## config.mk

```make
export PLATFORM = sky130hd
export DESIGN_NAME = int_controller
export DESIGN_NICKNAME = d
export VERILOG_FILES = /design/src/rtl/int_controller.sv
export SDC_FILE = /design/constraint.sdc
export NUM_CORES = 1
export LEC_CHECK = 0
export CORE_MARGIN = 10
export CORE_UTILIZATION = 50
export CTS_BUF_LIST = sky130_fd_sc_hd__clkbuf_2 sky130_fd_sc_hd__clkbuf_4 sky130_fd_sc_hd__clkbuf_8
export CTS_CLUSTER_DIAMETER = 150
export CTS_CLUSTER_SIZE = 24
export DETAILED_ROUTE_END_ITERATION = 12
export GPL_TIMING_DRIVEN = 1
export PLACE_DENSITY = 0.82
export SETUP_SLACK_MARGIN = 0.02
export SYNTH_ARGS = -nofsm -noshare
export SYNTH_HDL_FRONTEND = slang
export SYNTH_SLANG_ARGS = --single-unit
```

## constraint.sdc

```tcl
create_clock -name i_Clk -period 2.7 [get_ports i_Clk]
set_input_delay 0.54 -clock i_Clk [delete_from_list [all_inputs] [get_ports i_Clk]]
set_output_delay 0.54 -clock i_Clk [all_outputs]
set_load 0.01 [all_outputs]
```

## src/rtl/int_controller.sv

```systemverilog
// Interrupt scheduler between four peripheral IRQ lines and the VeSPA CPU interrupt port.
// Optional rotating priority is enabled by defining INTC_ROUND_ROBIN_EN.
module int_controller #(
  parameter int         SYNC_STAGES = 2,
  parameter logic [3:0] MASK_RST    = 4'b0000
) (
  input  logic       i_Clk,
  input  logic       i_Rst,
  input  logic [3:0] i_IrqSrc,
  input  logic       i_MaskWe,
  input  logic [3:0] i_MaskWData,
  input  logic       i_IntAckAttended,
  input  logic       i_IntAckComplete,
  output logic       o_IntRequest,
  output logic [1:0] o_IntNumber,
  output logic       o_IntPending,
  output logic [3:0] o_IrqMask,
  output logic [3:0] o_PendingVec,
  output logic [1:0] o_FsmState
);

  // Handshake: o_IntRequest is raised in IDLE and held with o_IntNumber until the CPU
  // pulses i_IntAckAttended; o_IntPending is then held until i_IntAckComplete. Acks
  // arriving in any other state are ignored, and Attended takes precedence in REQ.
  typedef enum logic [1:0] {
    IDLE = 2'd0,
    REQ  = 2'd1,
    SVC  = 2'd2
  } state_t;

  state_t                        r_State;
  logic [SYNC_STAGES-1:0][3:0]   r_Sync;
  logic [3:0]                    r_SyncPrev;
  logic [3:0]                    r_Pending;
  logic [3:0]                    r_Mask;
  logic                          r_IntRequest;
  logic [1:0]                    r_IntNumber;
  logic                          r_IntPending;

  logic [3:0]                    w_SyncOut;
  logic [3:0]                    w_Rise;
  logic [3:0]                    w_Eligible;
  logic [3:0]                    w_AttendClr;
  logic                          w_Attend;
  logic                          w_SelValid;
  logic [1:0]                    w_SelNum;

  always_ff @(posedge i_Clk or negedge i_Rst) begin
    if (!i_Rst) begin
      r_Sync     <= '0;
      r_SyncPrev <= 4'b0000;
    end else begin
      r_Sync[0] <= i_IrqSrc;
      for (int s = 1; s < SYNC_STAGES; s++) begin
        r_Sync[s] <= r_Sync[s-1];
      end
      r_SyncPrev <= w_SyncOut;
    end
  end

  assign w_SyncOut   = r_Sync[SYNC_STAGES-1];
  assign w_Rise      = w_SyncOut & ~r_SyncPrev;
  assign w_Attend    = (r_State == REQ) && i_IntAckAttended;
  assign w_AttendClr = w_Attend ? (4'b0001 << r_IntNumber) : 4'b0000;
  assign w_Eligible  = r_Pending & r_Mask;

  // A fresh edge in the same cycle as the service clear re-arms the bit.
  always_ff @(posedge i_Clk or negedge i_Rst) begin
    if (!i_Rst) begin
      r_Pending <= 4'b0000;
    end else begin
      r_Pending <= (r_Pending & ~w_AttendClr) | w_Rise;
    end
  end

  always_ff @(posedge i_Clk or negedge i_Rst) begin
    if (!i_Rst) begin
      r_Mask <= MASK_RST;
    end else if (i_MaskWe) begin
      r_Mask <= i_MaskWData;
    end
  end

`ifdef INTC_ROUND_ROBIN_EN
  logic [1:0] r_RrPtr;
  logic [1:0] w_Idx;

  always_ff @(posedge i_Clk or negedge i_Rst) begin
    if (!i_Rst) begin
      r_RrPtr <= 2'd0;
    end else if (w_Attend) begin
      r_RrPtr <= r_IntNumber + 2'd1;
    end
  end

  // Search from the pointer upward with wrap; the smallest offset wins.
  always_comb begin
    w_Idx      = 2'd0;
    w_SelNum   = 2'd0;
    w_SelValid = |w_Eligible;
    for (int k = 3; k >= 0; k--) begin
      w_Idx = r_RrPtr + 2'(k);
      if (w_Eligible[w_Idx]) begin
        w_SelNum = w_Idx;
      end
    end
  end
`else
  always_comb begin
    w_SelNum   = 2'd0;
    w_SelValid = |w_Eligible;
    for (int i = 3; i >= 0; i--) begin
      if (w_Eligible[i]) begin
        w_SelNum = 2'(i);
      end
    end
  end
`endif

  always_ff @(posedge i_Clk or negedge i_Rst) begin
    if (!i_Rst) begin
      r_State      <= IDLE;
      r_IntRequest <= 1'b0;
      r_IntNumber  <= 2'd0;
      r_IntPending <= 1'b0;
    end else begin
      case (r_State)
        IDLE: begin
          r_IntRequest <= 1'b0;
          r_IntPending <= 1'b0;
          if (w_SelValid) begin
            r_IntNumber  <= w_SelNum;
            r_IntRequest <= 1'b1;
            r_State      <= REQ;
          end
        end
        REQ: begin
          if (i_IntAckAttended) begin
            r_IntRequest <= 1'b0;
            r_IntPending <= 1'b1;
            r_State      <= SVC;
          end
        end
        SVC: begin
          if (i_IntAckComplete) begin
            r_IntPending <= 1'b0;
            r_State      <= IDLE;
          end
        end
        default: begin
          r_IntRequest <= 1'b0;
          r_IntPending <= 1'b0;
          r_State      <= IDLE;
        end
      endcase
    end
  end

  assign o_IntRequest = r_IntRequest;
  assign o_IntNumber  = r_IntNumber;
  assign o_IntPending = r_IntPending;
  assign o_IrqMask    = r_Mask;
  assign o_PendingVec = r_Pending;
  assign o_FsmState   = r_State;

endmodule

```

# ---- Word level (Yosys, flattened, before mapping)
# Cells that the tools add are included.
dict set report totals {
  in_bits 13
  register_bits 26
}
dict set report classes {
  muxes 15
  shift 1
  n_eq_ne 5
  n_bitwise 7
  reduce_logical 7
}
# operator n
set op_table {}
lappend op_table {{2-bit two-way mux} 7}
lappend op_table {{4-bit bitwise AND} 3}
lappend op_table {{4-bit NOT} 2}
lappend op_table {{2-bit != test, second input constant} 3}
lappend op_table {{2-bit one-hot mux with 3 select lines} 1}
lappend op_table {{2-bit AND reduction} 3}
lappend op_table {{1-bit two-way mux} 4}
lappend op_table {{4-bit two-way mux} 1}
lappend op_table {{4-bit OR} 1}
lappend op_table {{4-bit OR reduction} 1}
lappend op_table {{1-bit by 2-bit left shift with 4-bit output, first input constant} 1}
lappend op_table {{1-bit one-hot mux with 3 select lines} 1}
lappend op_table {{3-bit AND reduction} 1}
lappend op_table {{2-bit by 1-bit equality test with 1-bit output, second input constant} 1}
lappend op_table {{2-bit equality test, second input constant} 1}
lappend op_table {{2-bit zero test} 1}
lappend op_table {{1-bit one-hot mux with 2 select lines} 1}
lappend op_table {{1-bit logical AND} 1}
lappend op_table {{1-bit NOT} 1}

# ---- Depth between registers and ports, before layout
dict set report logic_depth {
  ltp_word 6
  ltp_mapped 4
}

# ---- Worst setup path before layout
# OpenSTA, ideal clock, no wires.
dict set report synth_timing {
  kind {reg-to-reg}
  from {register r_State[1] (netlist: o_FsmState[1])}
  to {register r_Pending[0] (netlist: o_PendingVec[0])}
  stages_incl_launch_ff 5
  slack_ps 1567
  n_path_buf 1
  t_required_ps 2571
  arrival_ps 1004
  path_cell_list {dfrtp_1 clkbuf_2 nand3b_1 o31ai_1 o21ai_1}
}
dict set report synth_between {
  elab_chain_len 6
}
# item line
set synth_lines {}
lappend synth_lines {{from (decl)} 31} ;# state_t r_State;
lappend synth_lines {{from (signal assigned)} 122} ;# r_State <= IDLE;
lappend synth_lines {{from (signal assigned)} 134} ;# r_State <= REQ;
lappend synth_lines {{from (signal assigned)} 141} ;# r_State <= SVC;
lappend synth_lines {{2-bit by 1-bit equality test with 1-bit output} 63} ;# assign w_Attend = (r_State == REQ) && i_IntAckAttended;
lappend synth_lines {{1-bit logical AND} 63}
lappend synth_lines {{4-bit two-way mux} 64} ;# assign w_AttendClr = w_Attend ? (4'b0001 << r_IntNumber) : 4'b0000;
lappend synth_lines {{4-bit NOT} 72} ;# r_Pending <= (r_Pending & ~w_AttendClr) | w_Rise;
lappend synth_lines {{4-bit bitwise AND} 72}
lappend synth_lines {{4-bit OR} 72}
lappend synth_lines {{to (signal assigned)} 72}
lappend synth_lines {{to (decl)} 34} ;# logic [3:0] r_Pending;
# Every way passes these cells.
# A chain may end at the register's enable or synchronous reset.

# ---- Worst setup path in the final report
dict set report layout_timing {
  from {register r_State[0] (netlist: o_FsmState[0])}
  to {output port o_FsmState[0]}
}
# item line
set layout_rtl {}
lappend layout_rtl {{to (decl)} 19} ;# output logic [1:0] o_FsmState
# No word-level cell between the ends.

==> results.toml <==
[setup_path]
slowest_stage = "clkdlybuf4s50_1"
crit_type = "flip-flop to output port"
cp.required_ns = 2.16
cpPeakStageDelay_ns = 0.61
crit_buf_inv = 1
end_kind = "output port"
cp_cell_sequence = "clkdlybuf4s50_1"
cp.arrival_ns = 1.52
critPathTopFamily = "buffers and inverters"
rr_worst_depth = 3
cp.depth = 1
path_max_fanout = 12
worstSetupStartpointType = "flip-flop"

[global_routing]
grt_max_degree = 27
grt_usage_pct = 9.43
grt_pass1_wl_um = 3020
grt_overflow = 0
grt_pass1_vias = 635
antenna_found_initial = 0

[sta]
clock_skew_ns = 0.0156
tightest_slew_ns = 0.362
fmax_ghz = 0.485
tns_ns = 0
period_needed_ns = 2.06
fin_hold_ws_ns = 0.355
slew_violations = 0
hold_violations = 0
fin_crit_sh_pct = 76.3
final-setup-viol-count = 0
rsz0062_at_grt = "false"
relSlewSlack_pct = 75.9

[cts]
clkTransAtPathRegs_ns = 0.14
cts_root_buf = "clkbuf_4"
htreeDepth = 1
cts_tree = "yes"
cts.path.max_buffers = 2
cts_buffers = 3
post-cts-setup-buffer-count = 0
ctsResizeCount = 0
insertion_delay_ns = 0.32
cts.sinks = 26
cts_hold_buf = 0

[job]
drv_cap = 0

[min_path]
hold_path_depth = 0
hp-class = "flip-flop to flip-flop"

[layout]
n_antenna_cell = 0
drive_gt1_share_pct = 10.4
fin_util_pct = 73.0
layout_common_cells = "26 x clkdlybuf4s50_1, 26 x dfrtp_1, 6 x inv_1"
fin_nets = 110
design_area_um2 = 1260
syn_to_final_growth_pct = 37.1

[detailed_routing]
drt-wirelength-per-cell_um = 15.1
totalWireLength_um = 1830
vias = 633
drc_errors = 0
viasPerCell = 5.23
drt_iter0_markers = 13
antenna_left = 0
drt_pass1_iterations = 4

[synth]
syn-cell-area_um2 = 920
ys_ff_latch = 26
synth_cell_types = 21
yosysWarningCount = 0
syn-num-nets = 80
synth_seq_area_share_pct = 70.7
syn-mean-instance-area_um2 = 13.7
syn_inst = 67

[placement]
gp_congestion = 0.792
dp_hpwl_um = 1440
postPlaceCellArea_um2 = 1210
io_buffers = 26

[die]
coreArea_um2 = 1730
die_y_um = 62.9
die_area_um2 = 3950
ios = 27
start_util_pct = 53.3
row_count = 15
die_w_um = 62.9

[status]
status = "finished clean"

[power_and_ir_drop]
powerDensity_nw_per_um2 = 986
ir_drop_uv = 777
p_leak_nw = 0.537
total_power_mw = 1.24
-- final timing paths --
path                                from         endpoint  slack, ns
setup / recovery           o_FsmState[0]    o_FsmState[0]       0.64
hold / removal                 r_Sync[2]     w_SyncOut[2]       0.36
setup reg to reg           o_FsmState[0]  o_PendingVec[2]       1.46
hold reg to reg                r_Sync[2]     w_SyncOut[2]       0.36
max in group asynchronous          i_Rst     o_IntPending       1.89
min in group asynchronous          i_Rst     o_IrqMask[0]       0.56
-- report_power, final --
part / switching (mW) / internal [mW]
Combinational: 0.160 / 0.238
Sequential: 0.111 / 0.475
Clock: 0.110 / 0.150
Total: 0.381 / 0.863
-- cell usage after synthesis --
library cell | n | share of area, %
nand4b_1 | 1 | 0.95
a21bo_1 | 1 | 1.1
clkbuf_2 | 1 | 0.54
mux2_2 | 4 | 4.9
o32a_1 | 1 | 1.1
inv_1 | 6 | 2.4
nor2_1 | 1 | 0.41
nand2b_1 | 3 | 2.0
a32oi_1 | 1 | 0.95
buf_2 | 1 | 0.54
a22oi_1 | 1 | 0.82
dfrtp_1 | 26 | 71
o32a_2 | 1 | 1.2
o21ai_1 | 4 | 2.2
a211oi_1 | 2 | 1.6
o21ai_0 | 5 | 2.7
o32ai_1 | 1 | 0.95
nand3b_1 | 1 | 0.82
a311o_1 | 1 | 1.1
o31ai_1 | 2 | 1.6
nand2_1 | 3 | 1.2
-- area by class of cell --
class	instances	area, um2
flip-flops and latches	26	651
fillers	129	465
repair buffers	27	268
multi-input cells	33	236
well taps	25	31.3
clock inverters	1	30.0
clock buffers	3	22.5
inverters	6	22.5
-- sequential cells by signal, indices dropped and copies added (netlist names) --
register      flops
o_IrqMask         4
o_PendingVec      4
r_SyncPrev        4
r_Sync            4
w_SyncOut         4
o_FsmState        2
o_IntNumber       2
o_IntPending      1
o_IntRequest      1
-- metal layers --
metal / global-route usage [%] / wire, um
met5: 0 / 0
met4: 5.87 / 57
met3: 2.87 / 130
met2: 14.6 / 880
met1: 11.1 / 761
-- kinds of logic after synthesis --
group,Yosys count,share of synthesized area [%]
compound gates,20,15.4
buf+inv,8,3.54
mux,4,4.90
simple gates,9,5.44
flops,26,70.7
-- stage by stage --
| step | std cells | setup slack [ns] |
|---|---|---|
| 2_1_floorplan | 67 | 1.57 |
| 3_5_place_dp | 117 | 0.983 |
| 5_1_grt | 121 | 0.587 |
| 6_report | 121 | 0.639 |
| 3_3_place_gp | 117 | 1.06 |
| 4_1_cts | 121 | 0.641 |
Power figures use the tool's default switching activity.
